$ cat config.mk
export PLATFORM = sky130hd
export DESIGN_NAME = wb_commit
export DESIGN_NICKNAME = d
export VERILOG_FILES = /design/src/rtl/wb_pkg.sv /design/src/rtl/wb_fifo.sv /design/src/rtl/wb_commit.sv
export SDC_FILE = /design/constraint.sdc
export NUM_CORES = 1
export LEC_CHECK = 0
export CAP_MARGIN = 20
export CORE_ASPECT_RATIO = 1.75
export CORE_MARGIN = 3
export CORE_UTILIZATION = 40
export CTS_CLUSTER_SIZE = 16
export DETAILED_ROUTE_END_ITERATION = 16
export GPL_ROUTABILITY_DRIVEN = 0
export GPL_TIMING_DRIVEN = 1
export PLACE_DENSITY = 0.59
export SYNTH_ARGS = -nofsm -noshare
export SYNTH_HDL_FRONTEND = slang
export SYNTH_HIERARCHICAL = 1
export SYNTH_SLANG_ARGS = --single-unit
$ cat constraint.sdc
create_clock -name clk -period 5.1 [get_ports clk]
set_input_delay 0.51 -clock clk [delete_from_list [all_inputs] [get_ports clk]]
set_output_delay 0.51 -clock clk [all_outputs]
set_load 0.05 [all_outputs]
$ cat src/rtl/wb_pkg.sv
// Shared constants and helpers for the writeback commit stage.
package wb_pkg;

  localparam int RegAddrW = 5;
  localparam int NumRegs  = 32;
  localparam int PendW    = 2;

  localparam logic [PendW-1:0] PendMax = '1;

  // Next value of one pending-write counter. A simultaneous issue and
  // commit cancel out; a decrement of zero saturates at zero (the caller
  // flags that case separately).
  function automatic logic [PendW-1:0] pend_next(
    input logic [PendW-1:0] cur,
    input logic             inc,
    input logic             dec
  );
    logic [PendW-1:0] nxt;
    nxt = cur;
    if (inc && !dec)
      nxt = cur + PendW'(1);
    else if (dec && !inc && cur != '0)
      nxt = cur - PendW'(1);
    return nxt;
  endfunction

endpackage

$ cat src/rtl/wb_fifo.sv
// Result FIFO: flat entries, wrap-bit pointers, synchronous clear.
module wb_fifo
  import wb_pkg::*;
#(
  parameter int Width = 37,
  parameter int Depth = 4
) (
  input  logic             clk,
  input  logic             rst,
  input  logic             clear,
  input  logic             push,
  input  logic             pop,
  input  logic [Width-1:0] wdata,
  output logic [Width-1:0] rdata,
  output logic             full,
  output logic             empty
);

  localparam int AW   = $clog2(Depth);
  localparam int PtrW = AW + 1;

  logic [PtrW-1:0]  wptr, rptr;
  logic [Width-1:0] mem [Depth];
  logic             do_push, do_pop;

  // Pointers carry one extra wrap bit so full and empty are distinguishable.
  assign full    = (wptr[AW] != rptr[AW]) && (wptr[AW-1:0] == rptr[AW-1:0]);
  assign empty   = (wptr == rptr);
  assign do_push = push && !full && !clear;
  assign do_pop  = pop && !empty && !clear;
  assign rdata   = mem[rptr[AW-1:0]];

  // Pointer update; clear discards everything queued.
  always_ff @(posedge clk or posedge rst) begin
    if (rst) begin
      wptr <= '0;
      rptr <= '0;
    end else if (clear) begin
      wptr <= '0;
      rptr <= '0;
    end else begin
      if (do_push) wptr <= wptr + PtrW'(1);
      if (do_pop)  rptr <= rptr + PtrW'(1);
    end
  end

  // Storage write; contents need no reset since empty masks them.
  always_ff @(posedge clk) begin
    if (do_push) mem[wptr[AW-1:0]] <= wdata;
  end

endmodule

$ cat src/rtl/wb_commit.sv
// Writeback commit: result FIFO, GPR write register, pending-write scoreboard.
module wb_commit
  import wb_pkg::*;
#(
  parameter int WordSize = 32,
  parameter int Depth    = 4
) (
  input  logic                clk,
  input  logic                rst,
  input  logic                flush,
  input  logic                res_valid,
  output logic                res_ready,
  input  logic [4:0]          res_rdn,
  input  logic [WordSize-1:0] res_data,
  input  logic                issue_valid,
  input  logic [4:0]          issue_rdn,
  output logic                issue_ready,
  input  logic [4:0]          rs1n,
  input  logic [4:0]          rs2n,
  output logic                rs1_busy,
  output logic                rs2_busy,
  output logic                wbe,
  output logic [4:0]          rdn,
  output logic [WordSize-1:0] rdd,
  output logic                sb_err
);

  typedef struct packed {
    logic [RegAddrW-1:0] rdn;
    logic [WordSize-1:0] data;
  } wb_entry_t;

  localparam int EntryW = $bits(wb_entry_t);

  wb_entry_t                         in_e, head_e;
  logic [EntryW-1:0]                 head_flat;
  logic                              full, empty, push, pop;
  logic [NumRegs-1:0][PendW-1:0]     cnt;
  logic [NumRegs-1:0]                inc_v, dec_v;
  logic                              uflow, iss;

  // ---------------- result FIFO ----------------
  assign res_ready = !full;
  assign in_e      = '{rdn: res_rdn, data: res_data};
  // x0 results complete the handshake but are dropped here.
  assign push      = res_valid && res_ready && (res_rdn != '0) && !flush;
  assign pop       = !empty && !flush;
  assign head_e    = wb_entry_t'(head_flat);

  wb_fifo #(.Width(EntryW), .Depth(Depth)) u_fifo (
    .clk   (clk),
    .rst   (rst),
    .clear (flush),
    .push  (push),
    .pop   (pop),
    .wdata (in_e),
    .rdata (head_flat),
    .full  (full),
    .empty (empty)
  );

  // GPR write port: one-cycle pulse per popped entry, address/data hold.
  always_ff @(posedge clk or posedge rst) begin
    if (rst) begin
      wbe <= 1'b0;
      rdn <= '0;
      rdd <= '0;
    end else begin
      wbe <= pop;
      if (pop) begin
        rdn <= head_e.rdn;
        rdd <= head_e.data;
      end
    end
  end

  // ---------------- scoreboard ----------------
  assign issue_ready = (issue_rdn == '0) || (cnt[issue_rdn] != PendMax);
  assign iss         = issue_valid && issue_ready && (issue_rdn != '0);
  assign rs1_busy    = (cnt[rs1n] != '0);
  assign rs2_busy    = (cnt[rs2n] != '0);

  // Per-register increment/decrement strobes and underflow detection.
  always_comb begin
    inc_v = '0;
    dec_v = '0;
    uflow = 1'b0;
    for (int i = 1; i < NumRegs; i++) begin
      inc_v[i] = iss && (issue_rdn == RegAddrW'(i));
      dec_v[i] = wbe && (rdn == RegAddrW'(i));
      if (dec_v[i] && !inc_v[i] && cnt[i] == '0) uflow = 1'b1;
    end
  end

  // Counter array; x0 is held at zero so it never reads busy.
  always_ff @(posedge clk or posedge rst) begin
    if (rst) begin
      cnt <= '0;
    end else if (flush) begin
      cnt <= '0;
    end else begin
      cnt[0] <= '0;
      for (int i = 1; i < NumRegs; i++)
        cnt[i] <= pend_next(cnt[i], inc_v[i], dec_v[i]);
    end
  end

  // Sticky underflow flag; only reset clears it.
  always_ff @(posedge clk or posedge rst) begin
    if (rst)
      sb_err <= 1'b0;
    else if (uflow && !flush)
      sb_err <= 1'b1;
  end

endmodule

# After elaboration in Yosys (flattened, before gate mapping)
# Memory sizes are Yosys's and may differ from the RTL's. A register that Yosys moved wholly into a read port is not among the register bits.
# Index checks and enable logic that the tools add are counted.
[op_classes]
n_lt_le_gt_ge = 3
eq_ne = 66
n_addsub = 64
mux = 106
n_reduce_logical = 364
[op_table]
columns = ["cell", "count"]
rows = [
  ["logical AND 1 bit", 198],
  ["== test 5 bit, second input constant", 32],
  ["2-to-1 mux 2 bit", 65],
  ["nonzero test 3 bit", 31],
  ["== test 5 x 4 -> 1 bit, second input constant", 16],
  ["nonzero test 2 bit", 35],
  ["zero test 1 bit", 65],
  ["2-to-1 mux 64 bit", 1],
  ["adder 2 x 1 -> 2 bit, second input constant", 31],
  ["zero test 2 bit", 31],
  ["subtractor 2 x 1 -> 2 bit, second input constant", 31],
  ["== test 5 x 3 -> 1 bit, second input constant", 8],
  ["2-to-1 mux 1 bit", 33],
  ["binary-select mux 2 bit (select 5 bit)", 3],
  ["== test 5 x 2 -> 1 bit, second input constant", 4],
  ["less-than comparator 5 x 6 -> 1 bit, second input constant", 3],
  ["2-to-1 mux 3 bit", 4],
  ["== test 5 x 1 -> 1 bit, second input constant", 2],
  ["nonzero test 5 bit", 2],
  ["adder 3 x 1 -> 3 bit, second input constant", 2],
  ["zero test 5 bit", 1],
  ["== test 3 bit", 1],
  ["== test 2 bit", 1],
  ["!= test 2 bit, second input constant", 1],
  ["other kinds (2)", 2],
]
[word_totals]
output_inout_bits = 43
elab_cells = 640
reg_bits = 72
n_memories = 1
mem_bits_rw = 148
[mem_list]
columns = ["memory", "words", "width", "read_ports", "rd_clocked_by_memory_dff", "wr", "line", "rtl"]
rows = [
  ["u_fifo.mem", 4, 37, 1, 1, 1, "wb_fifo.sv:23", "logic [Width-1:0] mem [Depth];"],
]

# Logic depth before layout (Yosys ltp)
[depth]
word_depth = 42
mapped_depth = 12
depth_no_buf = 8

# Hierarchy
# The synthesis kept the hierarchy.
[modules_own_cells]
columns = ["mod", "seq_area_each_um2", "area_each_um2", "n_inst", "cells_per_inst"]
rows = [
  ["wb_commit", 2527.4, 6691.4, 1, 724],
  ["wb_fifo", 4594.4, 5890.6, 1, 258],
]

# Least setup slack after synthesis
# OpenSTA, ideal clock, no wires.
[synth_timing]
kind = "in2out"
startpoint = "in issue_rdn[0]"
endpoint = "out issue_ready"
cell_stages = 8
arrival_time_ns = 2.925
setup_slack_ns = 1.665
path_buffers = 4
path_cell_list = "buf_6 buf_2 mux4_2 a22oi_1 a22o_1 buf_2 buf_1 nor2b_1"
[synth_via]
elab_chain_cells = 4
elab_cells_between_ends = 5
[synth_rtl]
columns = ["item", "line", "rtl"]
rows = [
  ["start, declared", "wb_commit.sv:16", "input logic [4:0] issue_rdn,"],
  ["binary-select mux 2 bit (select 5 bit)", "wb_commit.sv:78", "assign issue_ready = (issue_rdn == '0) || (cnt[issue_rdn] != PendMax);"],
  ["2-to-1 mux 2 bit (implied by the code)", "wb_commit.sv:78", ""],
  ["!= test 2 bit", "wb_commit.sv:78", ""],
  ["logical OR 1 bit *", "wb_commit.sv:78", ""],
  ["end, declared", "wb_commit.sv:17", "output logic issue_ready,"],
]
# Every way passes the cells marked *; elsewhere a longest branch is shown, timed or not. The select of a mux whose other input is x is not followed.

# Worst setup path in the final report
[layout_timing]
startpoint = "in issue_rdn[2]"
endpoint = "out issue_ready"
# Same word-level chain as after synthesis.

==> key figures <==
CTS
  – Clock tree from TritonCTS: done
  – Number of buffers created by CTS: 25
  – Number of buffers added for setup after CTS: 0
  – Bufs on Longest Clock Path: 3
  – Cell at the root of the clock tree: sky130_fd_sc_hd__clkbuf_16
  – Number of sinks on the clock net: ~260
  – Source-to-sink clock delay at the later pin of the worst-skew pair: 550 ps
  – Cells resized by post-CTS repair: 0
  – Post-CTS Hold Fix Bufs: 0
  – Worst-path clk slew: ~60 ps
  – Deepest level of the CTS H-tree: 1

Synth
  – Mapped Cells: 982
  – Count of flip-flops with a built-in enable after synthesis: 148
  – Post-synthesis instance area: around 13000 um2
  – Flip-flop and latch count after synthesis: approximately 260
  – Post-synth net total: between 1000 and 1500
  – Leading register cell type out of synthesis: sky130_fd_sc_hd__edfxtp_1
  – Ys async rst share: 0.420
  – Count of unique library cells instantiated by Yosys: 65
  – Cell types occupying the most area after synthesis: sky130_fd_sc_hd__edfxtp_1 35%, sky130_fd_sc_hd__dfrtp_1 21%, sky130_fd_sc_hd__mux4_2 11%
  – Area leader, netlist: sky130_fd_sc_hd__edfxtp_1
  – Share of synthesized area occupied by flip-flops and latches: 0.566
  – Portion of synthesized cell area occupied by the leading cell type: 0.353
  – Number of warnings printed during yosys synthesis: 6
  – Synthesized area per cell: 12.8 um2

Cells and area
  – Net count reported at finish: 1132
  – Fraction of layout cells with a size suffix above 1: 0.158
  – Layout filler cell count: between 2000 and 3000
  – Synth-to-Final Area Change: 16.9%
  – Area taken by multi-input logic gates: between 5000 and 6000 um2
  – Highest-count cells in the layout ignoring fill and taps: 148 x sky130_fd_sc_hd__edfxtp_1, 105 x sky130_fd_sc_hd__dfrtp_1, 97 x sky130_fd_sc_hd__clkdlybuf4s50_1
  – Final Instance Count excl. Fillers: 1479
  – Storage element area: approximately 7000 um2
  – Leading cell type in the layout, fill and taps excluded: sky130_fd_sc_hd__edfxtp_1
  – Number of diodes: 0

STA
  – Transition at the pin with the smallest max-transition slack: roughly 940 ps
  – Worst slew margin relative to its limit: 0.374
  – Clock period minus final worst setup slack: 4220 ps
  – Number of max-slew violations in the final report: 0
  – Layout Skew: 19.4 ps
  – Fin. Hold Viols: 0
  – Sum of negative setup slack: 0 ps
  – Period utilization: 0.828
  – Final setup fails: 0
  – Unrepaired setup endpoints after global routing: no
  – Maximum clock frequency: 237 MHz

Drt
  – Drt drc: 0
  – Routed WL: between 30000 and 40000 um
  – Initial DRT Pass Iterations: 5
  – Detail Route Antenna Nets: 0
  – Ratio of routed vias to standard cells: approximately 6.0
  – Total vias in the final route: roughly 8900
  – Wirelength per Cell: 23.4 um
  – DRT iter0 DRCs: ~740

Pwr
  – Power share of the clock group: 0.288
  – Internal power contribution: between 4 and 5 mW
  – Combinational power share: 0.303
  – VDD IR max: approximately 400 uV
  – Leakage power figure: between 5 and 6 nW
  – Sequential Power Share: 0.409
  – Sw Pwr: 2.08 mW
  – Total design power: between 6 and 7 mW
  – Power density relative to cell area: ~420 nW/um2
  – Switch share: 0.334

Status
  – Outcome: completed

Global route
  – Vias in the first global route: 9373
  – Overall routing resource usage: 0.208
  – Antenna violations before repair: 0
  – Aggregate global routing overflow: 0
  – First-pass GRT wire length: about 54000 um
  – Largest net degree at the start of global routing: 71

Floorplan
  – Height of the die: 241 um
  – Horizontal die dimension: approximately 140 um
  – Initial core utilization: 0.408
  – Io pins: 100
  – Die Area: 33700 um2
  – Floorplan row count: 85
  – CORE AREA: 30800 um2

Placement
  – Placed cells: 1434
  – Detailed placement HPWL: approximately 25000 um
  – I/O Buffers: 99

Critical path
  – Worst endpoint required time: approximately 4600 ps
  – Slack of the worst reg-to-reg path: about 1600 ps
  – CP endpoint kind: primary output
  – Startpoint-to-endpoint class of the critical path: primary input to primary output
  – Worst flop-to-flop path endpoint: sb_err
  – Startpoint class of the critical path: primary input
  – Depth of the most critical reg-to-reg path: 8
  – Maximum fanout count along the critical path: 18
  – CP Data Arrival Time: around 3700 ps
  – Launch point of the worst reg-to-reg path: cnt[3]

Run
  – Max-cap violations: 0

Min path
  – Hold Path Class: primary input to async pin
-- cell type report --
cell class	count	area share
Multi-Input combinational cell	660	0.350
Clock inverter	9	0.00740
Tap cell	391	0.0333
Inverter	11	0.00298
Clock buffer	36	0.0460
Timing Repair Buffer	117	0.0759
Sequential cell	255	0.484
-- per-stage QoR --
stage	util	area, um2	hold WS, ps	setup WS, ps
floorplan	-	12600	301	1660
global placement	0.451	13900	489	805
detailed placement	0.451	13900	497	749
CTS	0.477	14700	310	898
global route	0.477	14700	313	758
finish	0.477	14700	316	878
-- logic make-up after synthesis --
logic type / Yosys count / share of synthesized area
buffers and inverters: 67 / 0.0256
AO/OA/AOI/OAI: 228 / 0.122
multiplexers: 112 / 0.154
XOR/XNOR: 9 / 0.00746
AND/OR/NAND/NOR: 306 / 0.120
adder cells (fa/ha/maj): 5 / 0.00497
flip-flops: 255 / 0.566
-- metal layers --
| layer | vias up | share of wire | global-route usage |
|---|---|---|---|
| li1 | 3992 | - | - |
| met1 | 4451 | 0.35 | 0.221 |
| met2 | 347 | 0.52 | 0.375 |
| met3 | 134 | 0.057 | 0.0416 |
| met4 | 0 | 0.070 | 0.129 |
| met5 | - | 0 | 0 |
-- power groups by stage --
stage / clock [mW] / sequential (mW) / combinational (mW)
finish: 1.79 / 2.54 / 1.88
global route: 1.93 / 2.57 / 1.99
CTS: 1.86 / 2.54 / 1.91
detailed placement: 0 / 2.58 / 1.90
global placement: 0 / 2.58 / 1.89
floorplan: 0 / 3.07 / 0.787
-- cells in the mapped netlist, drive strengths merged (6+ instances only) --
master    n
dfrtp   107
mux2i    10
mux4     61
a21oi    52
or2       6
nand3    18
buf      23
o211ai    6
a31oi     6
a211oi   44
inv      11
nand4     6
nand2b   32
nor2     86
nor2b    12
nor3     65
o21a     23
edfxtp  148
and2      8
mux2     41
o21ai    39
and3      8
a21boi   19
nand2    44
clkbuf   33
-- critical path, stage by stage --
cell                              delay, ps
sky130_fd_sc_hd__clkdlybuf4s50_1        740
sky130_fd_sc_hd__or4b_1                 790
sky130_fd_sc_hd__o22ai_1                280
sky130_fd_sc_hd__o31ai_2                110
sky130_fd_sc_hd__a221oi_2               230
sky130_fd_sc_hd__buf_4                  240
sky130_fd_sc_hd__nor2b_1                100
sky130_fd_sc_hd__clkdlybuf4s50_1        710
-- state kept, by name, summed over array words and instances (netlist names) --
name and flops:
wbe 1, u_fifo/wptr 3, sb_err 1, rdd 32
cnt 62, rdn 5, u_fifo/rptr 3, u_fifo/mem 148
-- how the worst max path moves through the flow --
stage,start,end,slack [ps],depth (start not counted)
global route,issue_rdn[2],issue_ready,760,8
global placement,issue_rdn[1],sb_err,800,9
detailed placement,issue_rdn[3],sb_err,750,9
CTS,issue_rdn[2],issue_ready,900,8
floorplan,issue_rdn[0],issue_ready,1660,8
finish,issue_rdn[2],issue_ready,880,8
Power figures use the tool's default switching activity.
==> variant (same flow settings) <==
Put one more register stage on the output `sb_err`, with the module's reset. The value now appears one clock later. The other outputs are not delayed to match.
--- a/src/rtl/wb_commit.sv
+++ b/src/rtl/wb_commit.sv
@@ -33,2 +33,4 @@
   localparam int EntryW = $bits(wb_entry_t);
+
+  logic sb_err_s0;
 
@@ -110,5 +112,13 @@
     if (rst)
-      sb_err <= 1'b0;
+      sb_err_s0 <= 1'b0;
     else if (uflow && !flush)
-      sb_err <= 1'b1;
+      sb_err_s0 <= 1'b1;
+  end
+
+  always_ff @(posedge clk or posedge rst) begin
+    if (rst) begin
+      sb_err <= '0;
+    end else begin
+      sb_err <= sb_err_s0;
+    end
   end
Function: changed (a bounded check fails within 4 cycles, from zero or initial values and one cycle with rst high).
==> variant against the original RTL <==
Final cell count down 0.14%. Clock power rose by 10%. Synthesized area up 0.20%. Setup slack improved by 88 ps. Power grew 2.8%. Sequential cell count up 1. Clock skew grew 1.7 ps. Register-to-register slack worse by 20 ps. Cell area increased by 0.78%. Wire length grew 0.34%. Critical path type unchanged. Largest power group unchanged.
==> variant: results <==
export IMPL_drtIter0Drc=681
export IMPL_grt_pass1_wl_mm=53.45
export IMPL_largest_reg_flops=148
export IMPL_wirelength_mm=34.74
export IMPL_cp_startpoint="issue_rdn[1]"
export IMPL_hold_ws_ps=304.8
export IMPL_antenna_found_initial=0
export IMPL_switching_share_pct=32.54
export IMPL_finalClockSkew_ps=21.12
export IMPL_cp_top_family="buffers and inverters"
export IMPL_grt_pass1_vias=9074
export IMPL_post_cts_buffers=0
export IMPL_placed_area_um2=13950
export IMPL_async_reset_ff_share_pct=42.19
export IMPL_yosysWarnings=6
export IMPL_routed_via_density=5.951
export IMPL_setup_tns_ps=0
export IMPL_worstPathMaxFanout=21
export IMPL_netlist_top_cells_area="edfxtp_1 (35%), dfrtp_1 (21%), mux4_2 (11%), mux2_2 (3.5%), a211oi_1 (2.6%)"
export IMPL_grt_usage_pct=20.68
export IMPL_preCtsSetupSlack_ps=801.9
export IMPL_r2r_start="cnt[3]$_DFFE_PP0P_"
export IMPL_synthTopCellsByCount="edfxtp_1 (148), dfrtp_1 (108), nor2_1 (86)"
export IMPL_hp_class="in -> async"
export IMPL_max_slew_margin_pct=38.25
export IMPL_dp_hpwl_mm=24.45
export IMPL_cp_slowest_stage_delay_ps=730
export IMPL_cts_made_buffers=24
export IMPL_synth_compound_area_share_pct=12.14
export IMPL_portBuffers=99
export IMPL_clk_pin_slew_worst_paths_ps=70
export IMPL_status="completed"
export IMPL_cp_slowest_cell="clkdlybuf4s50_1"
export IMPL_clock_power_mw=1.97
export IMPL_vdd_drop_max_uv=333.6
export IMPL_timing_rr_end="sb_err_s0$_DFFE_PP0P_"
export IMPL_muxShareOfSynthArea_pct=15.41
export IMPL_ys_seq_area_share_pct=56.69
export IMPL_syn_nets=1045
export IMPL_rr_worst_depth=8
export IMPL_switchingPower_mw=2.080
export IMPL_setup_ws_ps=966.1
export IMPL_dr_pass1_iters=6
export IMPL_synth_xor_area_share_pct=0.7443
export IMPL_regToRegSetupSlack_ps=1550
export IMPL_drive_above_1_share_pct=16.39
export IMPL_grt_max_degree=72
export IMPL_cp_arrival_ps=3620
export IMPL_p_leak_nw=5.075
export IMPL_cts_root_buf="clkbuf_16"
export IMPL_synthAdderAreaFrac_pct=0.4962
export IMPL_antennaDiodeCount=0
export IMPL_synth_cell_types=65
export IMPL_clk_path_buf_depth=3
export IMPL_finalNetCount=1130
[variant: cell count changes in the layout (fill, tap and decap cells not counted), moves of 2 or more]
cell       change
buf_4          -3
clkinv_4       +2
inv_6          +2
bufinv_16      +3
clkinv_1       -3
clkbuf_1       -6
[variant: area by class of cell]
class | count | area, um^2
Clock inverter | 13 | 210.2
Clock buffer | 31 | 668.1
Sequential cell | 256 | 7149
Tap cell | 391 | 489.2
Multi-Input combinational cell | 660 | 5151
Timing Repair Buffer | 115 | 1114
Fill cell | 2725 | 16120
Inverter | 11 | 43.79
[variant: layer usage]
layer  wire [um]  vias up  GRT usage (%)
met5           0        -              0
met4        2689        0          13.84
met3        2048      126          4.441
met2       18180      322          37.18
met1       11820     4358          21.51
li1            -     3983              -
[variant: stage by stage]
| step | std cells | util, % |
|---|---|---|
| final | 1477 | 47.90 |
| after global routing | 1477 | 47.90 |
| after CTS | 1477 | 47.90 |
| after detailed placement | 1433 | 45.07 |
| after global placement | 1433 | 45.07 |
| after floorplan | 983 | - |
